==> src/rtl/fetch_queue.sv <==
// fetch_queue: sequential instruction fetch front-end.
// Issues one read per cycle to a one-cycle-latency instruction memory while
// the FIFO has room. Returned words are stored with their PC and presented
// to decode via valid/ready. A redirect flushes the queue and any in-flight
// read, then restarts fetch at the new (word-aligned) PC.
module fetch_queue #(
  parameter int              XLEN     = 32,
  parameter logic [XLEN-1:0] RESET_PC = {XLEN{1'b0}},
  parameter int              DEPTH    = 2
) (
  input  logic            clk,
  input  logic            rst,
  output logic            imem_req,
  output logic [XLEN-1:0] imem_addr,
  input  logic [XLEN-1:0] imem_rdata,
  input  logic            redirect,
  input  logic [XLEN-1:0] redirect_pc,
  output logic            inst_valid,
  output logic [XLEN-1:0] inst,
  output logic [XLEN-1:0] inst_pc,
  input  logic            inst_ready
);

  localparam int PW = (DEPTH > 1) ? $clog2(DEPTH) : 1;
  localparam int CW = $clog2(DEPTH + 1);

  localparam logic [PW-1:0]   PTR_ONE  = PW'(1'b1);
  localparam logic [CW-1:0]   CNT_ONE  = CW'(1'b1);
  localparam logic [CW:0]     DEPTH_W  = (CW + 1)'(DEPTH);
  localparam logic [XLEN-1:0] PC_STEP  = XLEN'(3'd4);

  logic [XLEN-1:0] fetch_pc_q, fetch_pc_d;
  logic [XLEN-1:0] inflight_pc_q, inflight_pc_d;
  logic            inflight_q, inflight_d;
  logic [PW-1:0]   rd_ptr_q, rd_ptr_d;
  logic [PW-1:0]   wr_ptr_q, wr_ptr_d;
  logic [CW-1:0]   count_q, count_d;
  logic [XLEN-1:0] pc_mem_q   [DEPTH];
  logic [XLEN-1:0] inst_mem_q [DEPTH];

  logic            pop_s;
  logic            push_s;
  logic            issue_s;
  logic            not_empty_s;
  logic [CW:0]     occ_s;

  // Handshake decode: pop, push and the space check that gates issue.
  // A pop in the same cycle frees a slot, which sustains one fetch per cycle.
  always_comb begin
    not_empty_s = (count_q != {CW{1'b0}});
    pop_s       = not_empty_s & inst_ready & ~redirect;
    push_s      = inflight_q & ~redirect;
    occ_s       = {1'b0, count_q} + (CW + 1)'(inflight_q) - (CW + 1)'(pop_s);
    issue_s     = ~rst & ~redirect & (occ_s < DEPTH_W);
  end

  // Next-state for fetch PC, in-flight tag and FIFO bookkeeping; redirect wins.
  always_comb begin
    fetch_pc_d    = fetch_pc_q;
    inflight_d    = inflight_q;
    inflight_pc_d = inflight_pc_q;
    rd_ptr_d      = rd_ptr_q;
    wr_ptr_d      = wr_ptr_q;
    count_d       = count_q;
    if (redirect) begin
      fetch_pc_d = {redirect_pc[XLEN-1:2], 2'b00};
      inflight_d = 1'b0;
      rd_ptr_d   = {PW{1'b0}};
      wr_ptr_d   = {PW{1'b0}};
      count_d    = {CW{1'b0}};
    end else begin
      // Without redirect an outstanding read always completes this cycle,
      // so inflight simply follows whether a new read goes out.
      inflight_d = issue_s;
      if (issue_s) begin
        inflight_pc_d = fetch_pc_q;
        fetch_pc_d    = fetch_pc_q + PC_STEP;
      end else begin
        inflight_pc_d = inflight_pc_q;
      end
      if (push_s) begin
        wr_ptr_d = wr_ptr_q + PTR_ONE;
      end else begin
        wr_ptr_d = wr_ptr_q;
      end
      if (pop_s) begin
        rd_ptr_d = rd_ptr_q + PTR_ONE;
      end else begin
        rd_ptr_d = rd_ptr_q;
      end
      case ({push_s, pop_s})
        2'b10:   count_d = count_q + CNT_ONE;
        2'b01:   count_d = count_q - CNT_ONE;
        default: count_d = count_q;
      endcase
    end
  end

  // Control state registers.
  always_ff @(posedge clk or posedge rst) begin
    if (rst) begin
      fetch_pc_q    <= RESET_PC;
      inflight_q    <= 1'b0;
      inflight_pc_q <= {XLEN{1'b0}};
      rd_ptr_q      <= {PW{1'b0}};
      wr_ptr_q      <= {PW{1'b0}};
      count_q       <= {CW{1'b0}};
    end else begin
      fetch_pc_q    <= fetch_pc_d;
      inflight_q    <= inflight_d;
      inflight_pc_q <= inflight_pc_d;
      rd_ptr_q      <= rd_ptr_d;
      wr_ptr_q      <= wr_ptr_d;
      count_q       <= count_d;
    end
  end

  // FIFO storage: capture {pc, word} at the tail when a response is accepted.
  always_ff @(posedge clk or posedge rst) begin
    if (rst) begin
      for (int i = 0; i < DEPTH; i++) begin
        pc_mem_q[i]   <= {XLEN{1'b0}};
        inst_mem_q[i] <= {XLEN{1'b0}};
      end
    end else if (push_s) begin
      pc_mem_q[wr_ptr_q]   <= inflight_pc_q;
      inst_mem_q[wr_ptr_q] <= imem_rdata;
    end
  end

  // Output drive: head entry, zeroed while the queue is empty.
  always_comb begin
    imem_req   = issue_s;
    imem_addr  = fetch_pc_q;
    inst_valid = not_empty_s;
    if (not_empty_s) begin
      inst    = inst_mem_q[rd_ptr_q];
      inst_pc = pc_mem_q[rd_ptr_q];
    end else begin
      inst    = {XLEN{1'b0}};
      inst_pc = {XLEN{1'b0}};
    end
  end

endmodule
==> config.mk <==
export PLATFORM = sky130hd
export DESIGN_NAME = fetch_queue
export DESIGN_NICKNAME = d
export VERILOG_FILES = /design/src/rtl/fetch_queue.sv
export SDC_FILE = /design/constraint.sdc
export NUM_CORES = 1
export LEC_CHECK = 0
export BUFFER_PORTS_ARGS = -buffer_cell sky130_fd_sc_hd__buf_4
export CAP_MARGIN = 20
export CORE_MARGIN = 2
export CORE_UTILIZATION = 39
export CTS_BUF_LIST = sky130_fd_sc_hd__clkbuf_4 sky130_fd_sc_hd__clkbuf_8
export CTS_CLUSTER_DIAMETER = 120
export CTS_CLUSTER_SIZE = 12
export DETAILED_ROUTE_END_ITERATION = 6
export HOLD_SLACK_MARGIN = 0.05
export PLACE_DENSITY = 0.62
export REMOVE_ABC_BUFFERS = 1
export SKIP_CTS_REPAIR_TIMING = 1
export SLEW_MARGIN = 20
export SYNTH_ARGS = -nofsm -noshare
export SYNTH_HDL_FRONTEND = slang
export SYNTH_SLANG_ARGS = --single-unit
==> constraint.sdc <==
create_clock -name clk -period 8.8 [get_ports clk]
set_input_delay 0.88 -clock clk [delete_from_list [all_inputs] [get_ports clk]]
set_output_delay 0.88 -clock clk [all_outputs]
set_load 0.02 [all_outputs]
==> results of run 1 <==
==> path summary, 6_finish.rpt <==
| kind | start | to | cells after the start |
|---|---|---|---|
| worst max-delay path | count_q[1] | imem_req | 13 |
| worst min-delay path | inflight_pc_q[29] | inflight_pc_q[29] | 2 |
| worst max register to register | count_q[1] | imem_addr[27] | 15 |
| worst min register to register | inflight_pc_q[29] | inflight_pc_q[29] | 2 |
| max in group asynchronous | rst | rd_ptr_q | 3 |
| min in group asynchronous | rst | imem_addr[6] | 2 |
==> metal layers <==
| layer | track usage [%] | up-vias | wire (um) | part of all wire, % |
|---|---|---|---|---|
| li1 | - | 3075 | - | - |
| met1 | 27.0 | 3250 | 10700 | 49 |
| met2 | 29.9 | 196 | 10000 | 45 |
| met3 | 3.73 | 16 | 1170 | 5.3 |
| met4 | 4.63 | 0 | 210 | 0.95 |
| met5 | 0 | - | 0 | 0 |
==> synth_stat cells (all sizes together) (6+ instances only) <==
master / instances / area, um2
o211ai: 14 / 105
nor2: 68 / 255
nand3: 22 / 110
nand4: 19 / 125
inv: 10 / 37.5
buf: 27 / 134
o21ai: 9 / 45.0
clkbuf: 33 / 128
mux2i: 64 / 641
o311ai: 13 / 114
nor3: 6 / 30.0
nand2: 121 / 454
mux2: 125 / 1410
dfrtp: 189 / 4730
or4: 12 / 92.6
a22oi: 7 / 52.6
==> registers in the layout (all words and copies together) (netlist names) <==
name,flops
inst_mem_q,64
pc_mem_q,60
imem_addr,30
inflight_pc_q,30
count_q,2
inflight_q,1
rd_ptr_q,1
wr_ptr_q,1
==> worst reg2reg max path, delay by kind of cell (launching register included) <==
family                   cells  cell delay, ns
buffers and inverters        5            2.06
flip-flops                   1            0.52
AND/OR/NAND/NOR              7            1.21
adder cells (fa/ha/maj)      2            0.80
AO/OA/AOI/OAI                1            0.21
==> metrics by stage <==
step | utilization (%) | instance area (um2) | power (uW) | hold WS [ns] | cells
finish | 47.3 | 10700 | 2310 | 0.502 | 1223
global route | 47.3 | 10700 | 2460 | 0.521 | 1223
CTS | 47.2 | 10700 | 2340 | 0.508 | 1222
detailed placement | 45.7 | 10300 | 1820 | 0.485 | 1192
global placement | 45.7 | 10300 | 1800 | 0.483 | 1192
floorplan | - | 8680 | 1620 | 0.459 | 742
==> cell families (layout without fill, tap and decap cells) <==
| family | after synthesis | after routing | share of synthesized area, % |
|---|---|---|---|
| compound gates | 63 | 63 | 5.27 |
| xor+xnor | 6 | 6 | 0.589 |
| fa+ha+maj | 3 | 3 | 0.504 |
| buf+inv | 70 | 206 | 3.35 |
| flops | 189 | 189 | 53.0 |
| mux | 189 | 189 | 22.9 |
| other cells | 1 | 4 | 0.0420 |
| simple gates | 278 | 278 | 14.3 |
==> power by group through the flow <==
stage          sequential [uW]  combinational, uW  clock [uW]
6_report                  1250                537         519
5_1_grt                   1290                597         573
4_1_cts                   1250                547         538
3_5_place_dp              1270                546           0
3_3_place_gp              1260                534           0
2_1_floorplan             1250                372           0
==> area by class of cell <==
type                            instances  area [um2]  area share [%]
Timing Repair Buffer                  166        1270            11.9
Clock buffer                           21         277            2.59
Clock inverter                          9        63.8           0.597
Sequential cell                       189        4730            44.3
Tap cell                              285         357            3.34
Multi-Input combinational cell        543        3940            36.9
Inverter                               10        45.0           0.422
==> flow_metrics.py, run 1 <==
metrics = {
    "sta": {
        "fin_crit_sh_pct": 57.0,
        "setup_ws_ns": 3.79,
        "setup_viol": 0,
        "hold_violations": 0,
        "slew_viol_final": 0,
        "slew_headroom_pct": 34.9,
        "finClkSkew_ns": 0.0128,
        "max_freq_mhz": 200,
        "worst_pin_slew_ns": 0.977,
        "rsz0062_at_grt": "no",
        "layout_min_cycle_time_ns": 5.01,
        "tns_ns": 0,
    },
    "global_routing": {
        "antenna_found_initial": 0,
        "grt_overflow": 0,
        "grt_pass1_wl_mm": 35.9,
        "grt_max_degree": 119,
        "first_global_vias": 6565,
        "grt_usage_pct": 18.9,
    },
    "status": {
        "status": "complete, no violations",
    },
    "critical_path": {
        "cpMostUsedCell": "buf_4",
        "path_buf_inv": 5,
        "start_kind": "flip-flop",
        "crit_slowest_cell": "buf_4",
        "crit_required_ns": 7.92,
        "cp_cell_sequence": "nor2_4 > buf_4 > inv_1 > nand2_1 > nor2_1 > ha_1 > nand2b_1 > fa_1 > nor3b_1 > nand2_2 > buf_4 > inv_1 > buf_4",
        "arrival_ns": 4.13,
        "max_stage_delay_ns": 0.62,
        "crit_path_max_fanout": 63,
        "path_class": "flip-flop to output pin",
        "r2r_slack_ns": 3.92,
        "cp_top_family": "buffers and inverters",
        "end_kind": "output pin",
    },
    "detailed_routing": {
        "vias": 6537,
        "drt-vias-per-instance": 5.35,
        "detail_route.iter0.violations": 340,
        "drc_errors": 0,
        "drt-wirelength-per-cell_um": 18.1,
        "ant_nets": 0,
        "routed_wl_mm": 22.1,
        "dr.pass1.iters": 5,
    },
    "clock_tree": {
        "htreeDepth": 4,
        "cts_root_buffer": "clkbuf_8",
        "insertion_delay_ns": 0.46,
        "cts_tree": "built",
        "path_clk_slew_ns": 0.09,
        "cts_buffers": 17,
        "numClockSinks": 189,
        "clock_path_buffers": 2,
    },
    "placement": {
        "dp_hpwl_mm": 14.1,
        "io_buffers": 159,
        "gp_congestion": 0.805,
        "place_ws_ns": 3.94,
    },
    "pwr": {
        "p_int_uw": 1610,
        "p_switching_uw": 701,
        "p_leak_uw": 0.00485,
        "p_seq_share_pct": 54.3,
        "sw_frac_of_total_pct": 30.4,
        "p_clk_share_pct": 22.5,
        "powerDensity_mw_per_mm2": 216,
        "p_comb_share_pct": 23.3,
        "vdd_drop_max_mv": 0.0804,
    },
    "synth": {
        "ys_types": 52,
        "synth_top_flop_cell": "dfrtp_1",
        "synth_seq_area_share_pct": 53.0,
        "synth.yosys.warnings": 0,
        "synth-async-reset-ratio_pct": 100,
        "synth_area_mm2": 0.00893,
        "syn_inst": 799,
        "synth_area_per_cell_um2": 11.2,
        "synth-edff-count": 0,
        "ys_ff_latch": 189,
    },
    "finish": {
        "syn_to_final_growth_pct": 19.7,
        "layout_common_cells": "188 x dfrtp_1, 165 x buf_4, 125 x mux2_2",
        "drive_gt1_share_pct": 36.0,
        "diodes": 0,
        "mostFrequentLayoutCell": "dfrtp_1",
        "nNetsFinal": 998,
        "fillers": 2174,
    },
    "flow_run": {
        "drv_cap": 0,
    },
    "die": {
        "die-area_mm2": 0.0241,
        "core_mm2": 0.0226,
        "fp.dieH_um": 155,
        "start_util_pct": 39.6,
        "fp.dieW_um": 155,
        "row_count": 55,
        "ios": 166,
    },
    "min_path": {
        "min_path_type": "flip-flop to flip-flop",
    },
}
No activity file was read; power rests on OpenSTA's default activity.
==> run 2: changes to the inputs <==
--- a/config.mk
+++ b/config.mk
@@ -5,6 +5,7 @@
 export SDC_FILE = /design/constraint.sdc
 export NUM_CORES = 1
 export LEC_CHECK = 0
+export ABC_AREA = 1
 export BUFFER_PORTS_ARGS = -buffer_cell sky130_fd_sc_hd__buf_4
 export CAP_MARGIN = 20
 export CORE_MARGIN = 2
==> constraint.sdc (replaced) <==
create_clock -name clk -period 4.9 [get_ports clk]
set_input_delay 0.49 -clock clk [delete_from_list [all_inputs] [get_ports clk]]
set_output_delay 0.49 -clock clk [all_outputs]
set_load 0.02 [all_outputs]
==> flow_metrics.py, run 2 <==
metrics = {
    "synth": {
        "synth_fa_ha_area_share_pct": 0.491,
        "syn_inst": 1207,
        "synth_area_per_cell_um2": 7.60,
        "yosysTopAreaCell": "dfrtp_1",
        "ys_types": 28,
        "synth_area_mm2": 0.00917,
        "synth_top_area_share_pct": 51.6,
        "synth_top_flop_cell": "dfrtp_1",
        "synth_seq_area_share_pct": 51.6,
        "yosys.cell_count.top_type": "nand2_1",
        "synth_top_family_by_area": "simple AND/OR/NAND/NOR gates",
        "synth_simple_gate_area_share_pct": 25.2,
        "synthMuxAreaShare_pct": 0,
        "netlist_top_cells_count": "421 x nand2_1, 189 x dfrtp_1, 156 x o21ai_0",
        "synth_compound_area_share_pct": 13.3,
        "ys_ff_latch": 189,
        "synth-async-reset-ratio_pct": 100,
        "synth_area_leaders": "dfrtp_1 52%, nand2_1 17%, o21ai_0 8.5%",
        "synth-xor-area-share_pct": 0,
        "synth.yosys.warnings": 0,
        "synth-edff-count": 0,
    },
    "finish": {
        "post-route-util_pct": 47.1,
        "reg_top3": "inst_mem_q (64), pc_mem_q (60)",
        "largest_register": "inst_mem_q",
        "nNetsFinal": 1403,
        "drive_gt1_share_pct": 16.9,
        "syn_to_final_growth_pct": 19.4,
        "diodes": 0,
        "layout_common_cells": "421 x nand2_1, 188 x dfrtp_1, 169 x buf_4",
        "finalInstanceArea_mm2": 0.0109,
        "largest_register_ffs": 64,
        "mostFrequentLayoutCell": "nand2_1",
    },
    "global_routing": {
        "grt_usage_pct": 20.0,
        "first_global_vias": 7557,
        "antenna_found_initial": 0,
        "grt_overflow": 0,
        "grt_max_degree": 98,
        "grt_pass1_wl_mm": 39.1,
    },
    "placement": {
        "placed_area_mm2": 0.0105,
        "gp_congestion": 0.850,
        "place_ws_ns": 1.57,
        "io_buffers": 159,
        "dp_hpwl_mm": 15.5,
    },
    "die": {
        "fp.dieH_um": 157,
        "die-area_mm2": 0.0248,
        "fp.dieW_um": 157,
        "start_util_pct": 39.4,
        "row_count": 56,
        "core_mm2": 0.0233,
        "ios": 166,
    },
    "clock_tree": {
        "cts_root_buffer": "clkbuf_8",
        "clock_path_buffers": 2,
        "insertion_delay_ns": 0.47,
        "htreeDepth": 4,
        "cts_tree": "built",
        "numClockSinks": 189,
        "path_clk_slew_ns": 0.10,
        "cts_buffers": 17,
    },
    "critical_path": {
        "r2r_cells": 15,
        "end_kind": "output pin",
        "start_kind": "flip-flop",
        "crit_required_ns": 4.41,
        "path_class": "flip-flop to output pin",
        "reg2reg_to": "imem_addr[27]",
        "crit_path_max_fanout": 13,
        "r2r_slack_ns": 1.64,
        "arrival_ns": 2.88,
        "reg2reg_from": "count_q[1]",
    },
    "sta": {
        "slew_viol_final": 0,
        "finClkSkew_ns": 0.0184,
        "fin_crit_sh_pct": 68.7,
        "slew_headroom_pct": 39.7,
        "max_freq_mhz": 297,
        "setup_ws_ns": 1.53,
        "rsz0062_at_grt": "no",
        "hold_violations": 0,
        "setup_viol": 0,
        "holdWs_ns": 0.0390,
        "layout_min_cycle_time_ns": 3.37,
        "worst_pin_slew_ns": 0.904,
    },
    "min_path": {
        "min_path_type": "primary input to asynchronous set/reset pin",
    },
    "detailed_routing": {
        "routed_wl_mm": 23.8,
        "vias": 7938,
        "drc_errors": 0,
        "drt-vias-per-instance": 4.77,
        "ant_nets": 0,
        "detail_route.iter0.violations": 564,
        "dr.pass1.iters": 6,
        "drt-wirelength-per-cell_um": 14.3,
    },
    "flow_run": {
        "drv_cap": 0,
    },
    "pwr": {
        "p_leak_uw": 0.00547,
        "vdd_drop_max_mv": 0.595,
        "fin_total_pwr_uw": 5990,
        "powerDensity_mw_per_mm2": 547,
    },
    "status": {
        "status": "complete, no violations",
    },
}
==> run 2: area by class of cell <==
| class | count | area, um2 |
|---|---|---|
| clock inverters | 13 | 128 |
| flip-flops and latches | 189 | 4730 |
| inverters | 137 | 524 |
| multi-input cells | 817 | 3610 |
| clock buffers | 19 | 262 |
| fillers | 2363 | 12300 |
| well taps | 319 | 399 |
| repair buffers | 170 | 1290 |
==> run 2: power by group <==
group	internal [uW]	total [uW]	switching, uW
combinational	883	2450	1560
clock	442	1040	600
sequential	2140	2500	366
total	3460	5990	2530
==> run 2: worst max-delay path, stage by stage (launching register included) <==
cell	delay, ns
dfrtp_1	0.51
nor2_4	0.05
nor2_1	0.21
nand2_1	0.13
inv_1	0.08
ha_1	0.22
inv_1	0.05
nand2_1	0.06
fa_1	0.49
nand2_1	0.06
nor2_2	0.11
nand2_2	0.18
inv_1	0.12
buf_4	0.14
==> run 2: through the flow <==
stage | instances | setup TNS [ns]
floorplan | 1143 | -216.56
global placement | 1631 | 0
CTS | 1663 | 0
global route | 1664 | 0
finish | 1664 | 0
detailed placement | 1631 | 0
==> run 2: worst max-delay path by stage <==
stage / from / to / slack [ns] / depth (start not counted)
floorplan: rst / imem_addr[2] / -1.54 / 8
detailed placement: redirect / imem_addr[27] / 1.57 / 15
finish: count_q[1] / imem_req / 1.53 / 13
CTS: count_q[1] / imem_req / 1.50 / 13
global route: count_q[1] / imem_req / 1.26 / 13
global placement: redirect / imem_addr[20] / 1.63 / 15
==> run 2: cell families (layout without fill, tap and decap cells) <==
kind of cell               Yosys count  count (layout)
buffers and inverters              204             339
and+or+nand+nor                    570             570
AOI/OAI and AO/OA                  240             240
DFF                                189             189
other                                1               4
adders and majority gates            3               3
==> run 2: metal layers <==
layer	part of all wire [%]	global-route usage (%)	up-vias
li1	-	-	4030
met1	49	27.9	3701
met2	46	32.6	187
met3	4.4	3.28	20
met4	1.1	5.15	0
met5	0	0	-
==> run 3: changes to the inputs <==
--- a/config.mk
+++ b/config.mk
@@ -5,7 +5,7 @@
 export SDC_FILE = /design/constraint.sdc
 export NUM_CORES = 1
 export LEC_CHECK = 0
-export ABC_AREA = 1
+export ABC_AREA = 0
 export BUFFER_PORTS_ARGS = -buffer_cell sky130_fd_sc_hd__buf_4
 export CAP_MARGIN = 20
 export CORE_MARGIN = 2
@@ -15,7 +15,7 @@
 export CTS_CLUSTER_SIZE = 12
 export DETAILED_ROUTE_END_ITERATION = 6
 export HOLD_SLACK_MARGIN = 0.05
-export PLACE_DENSITY = 0.62
+export PLACE_DENSITY = 0.65
 export REMOVE_ABC_BUFFERS = 1
 export SKIP_CTS_REPAIR_TIMING = 1
 export SLEW_MARGIN = 20
==> constraint.sdc (replaced) <==
create_clock -name clk -period 2.9 [get_ports clk]
set_input_delay 0.29 -clock clk [delete_from_list [all_inputs] [get_ports clk]]
set_output_delay 0.29 -clock clk [all_outputs]
set_load 0.02 [all_outputs]
==> flow_metrics.py, run 3 (same netlist as run 1, synthesis figures left out) <==
metrics = {
    "clock_tree": {
        "cts_tree": "built",
        "htreeDepth": 4,
        "numClockSinks": 189,
        "clock_path_buffers": 2,
        "cts_buffers": 17,
        "cts_root_buffer": "clkbuf_8",
        "insertion_delay_ns": 0.45,
        "path_clk_slew_ns": 0.09,
    },
    "critical_path": {
        "crit_slowest_cell": "fa_1",
        "end_kind": "output pin",
        "path_class": "flip-flop to output pin",
        "crit_path_max_fanout": 5,
        "arrival_ns": 2.76,
        "reg2reg_to": "imem_addr[7]",
        "r2r_slack_ns": -0.09,
        "startpoint": "count_q[1]",
        "max_stage_delay_ns": 0.52,
        "endpoint": "imem_req",
        "cpMostUsedCell": "inv_2",
        "cp_cell_sequence": "nor2_4 > inv_2 > nand2_2 > nor2_2 > ha_1 > nand2b_4 > fa_1 > nor3b_2 > buf_4 > nand2_8 > buf_8 > inv_2 > buf_6",
        "r2r_cells": 15,
        "start_kind": "flip-flop",
        "reg2reg_from": "count_q[1]",
        "crit_required_ns": 2.61,
    },
    "die": {
        "ios": 166,
        "start_util_pct": 39.6,
        "core_mm2": 0.0226,
        "fp.dieW_um": 155,
        "die-area_mm2": 0.0241,
        "row_count": 55,
        "fp.dieH_um": 155,
    },
    "finish": {
        "nNetsFinal": 1049,
        "multiInputGateArea_mm2": 0.00412,
        "syn_to_final_growth_pct": 28.1,
        "layout_common_cells": "194 x buf_4, 188 x dfrtp_1, 125 x mux2_2",
        "largest_register": "inst_mem_q",
        "drive_gt1_share_pct": 42.0,
        "finalInstanceArea_mm2": 0.0114,
        "reg_top3": "inst_mem_q (64), pc_mem_q (60)",
        "stdcell_count": 1276,
        "diodes": 0,
        "fillers": 2064,
        "mostFrequentLayoutCell": "buf_4",
        "seq_area_mm2": 0.00473,
        "largest_register_ffs": 64,
    },
    "global_routing": {
        "grt_usage_pct": 18.9,
        "grt_pass1_wl_mm": 35.9,
        "grt_overflow": 0,
        "first_global_vias": 6726,
        "grt_max_degree": 99,
        "antenna_found_initial": 0,
    },
    "pwr": {
        "sw_frac_of_total_pct": 30.1,
        "fin_total_pwr_uw": 7360,
        "powerDensity_mw_per_mm2": 643,
        "p_comb_share_pct": 23.9,
        "vdd_drop_max_mv": 0.293,
        "p_switching_uw": 2210,
        "p_leak_uw": 0.00519,
        "p_clk_share_pct": 24.3,
        "p_int_uw": 5140,
        "p_seq_share_pct": 51.7,
    },
    "detailed_routing": {
        "dr.pass1.iters": 5,
        "detail_route.iter0.violations": 411,
        "drc_errors": 0,
        "routed_wl_mm": 22.9,
        "drt-vias-per-instance": 5.33,
        "ant_nets": 0,
        "vias": 6802,
        "drt-wirelength-per-cell_um": 18.0,
    },
    "sta": {
        "tns_ns": -0.785,
        "setup_ws_ns": -0.149,
        "slew_headroom_pct": 49.5,
        "fin_crit_sh_pct": 105,
        "finClkSkew_ns": 0.0101,
        "max_freq_mhz": 328,
        "worst_pin_slew_ns": 0.757,
        "slew_viol_final": 0,
        "layout_min_cycle_time_ns": 3.05,
        "hold_violations": 0,
        "rsz0062_at_grt": "yes",
        "setup_viol": 19,
    },
    "placement": {
        "place_ws_ns": -0.0731,
        "dp_hpwl_mm": 15.2,
        "gp_congestion": 0.841,
        "place_inst": 1222,
        "io_buffers": 159,
        "placed_area_mm2": 0.0106,
    },
    "flow_run": {
        "drv_cap": 0,
    },
    "min_path": {
        "min_path_type": "primary input to flip-flop",
    },
    "status": {
        "violations": "negative setup slack",
        "status": "complete, but fails checks",
    },
}
[run 3: cell count changes in the layout (fill, tap and decap cells not counted), sizes merged, moves of 43 or more]
| cell | previous run | this run |
|---|---|---|
| nand2 | 425 | 121 |
| o21ai | 157 | 9 |
| inv | 144 | 13 |
| mux2 | 0 | 125 |
| a21oi | 75 | 3 |
| mux2i | 0 | 64 |
| nand3 | 65 | 22 |
[run 3: per-layer routing]
layer | global-route usage (%) | routed length, um | vias up
li1 | - | - | 3171
met1 | 26.6 | 10600 | 3393
met2 | 30.2 | 10700 | 210
met3 | 3.45 | 1250 | 28
met4 | 5.42 | 359 | 0
met5 | 0 | 0 | -
[run 3: power by group through the flow]
stage | Combinational [uW] | Sequential, uW | Clock [uW]
detailed placement | 1710 | 3860 | 0
global placement | 1670 | 3820 | 0
floorplan | 1130 | 3780 | 0
finish | 1760 | 3810 | 1790
global route | 1930 | 3910 | 1940
CTS | 1720 | 3800 | 1850
[run 3: metrics by stage]
step	hold WS [ns]	util, %
6_report	0.0563	50.7
5_1_grt	0.0503	50.7
3_3_place_gp	0.477	46.9
3_5_place_dp	0.489	46.9
2_1_floorplan	0.356	-
4_1_cts	-0.0145	48.7
[run 3: worst min path at each step]
stage / cells past startpoint / to / slack, ns / startpoint
floorplan: 1 / count_q[0] / 0.36 / redirect
global placement: 2 / imem_addr[5] / 0.48 / rst
detailed placement: 2 / pc_mem_q[43] / 0.49 / rst
CTS: 2 / imem_addr[15] / -0.01 / rst
global route: 2 / inst_mem_q[44] / 0.05 / imem_rdata[12]
finish: 3 / imem_addr[2] / 0.06 / redirect_pc[2]
[run 3: worst max-delay path: cells and delay by family (launching register included)]
family	cells	cell delay, ns
fa+ha+maj	2	0.78
buf+inv	5	0.50
simple gates	6	0.59
flops	1	0.42
[run 3: area by class of cell]
| cell class | instances | share of cell area [%] |
|---|---|---|
| multi-input combinational | 543 | 36.0 |
| tap | 285 | 3.12 |
| inverter | 10 | 0.427 |
| timing repair buffer | 217 | 15.5 |
| sequential | 189 | 41.4 |
| clock inverter | 11 | 1.14 |
| clock buffer | 21 | 2.36 |
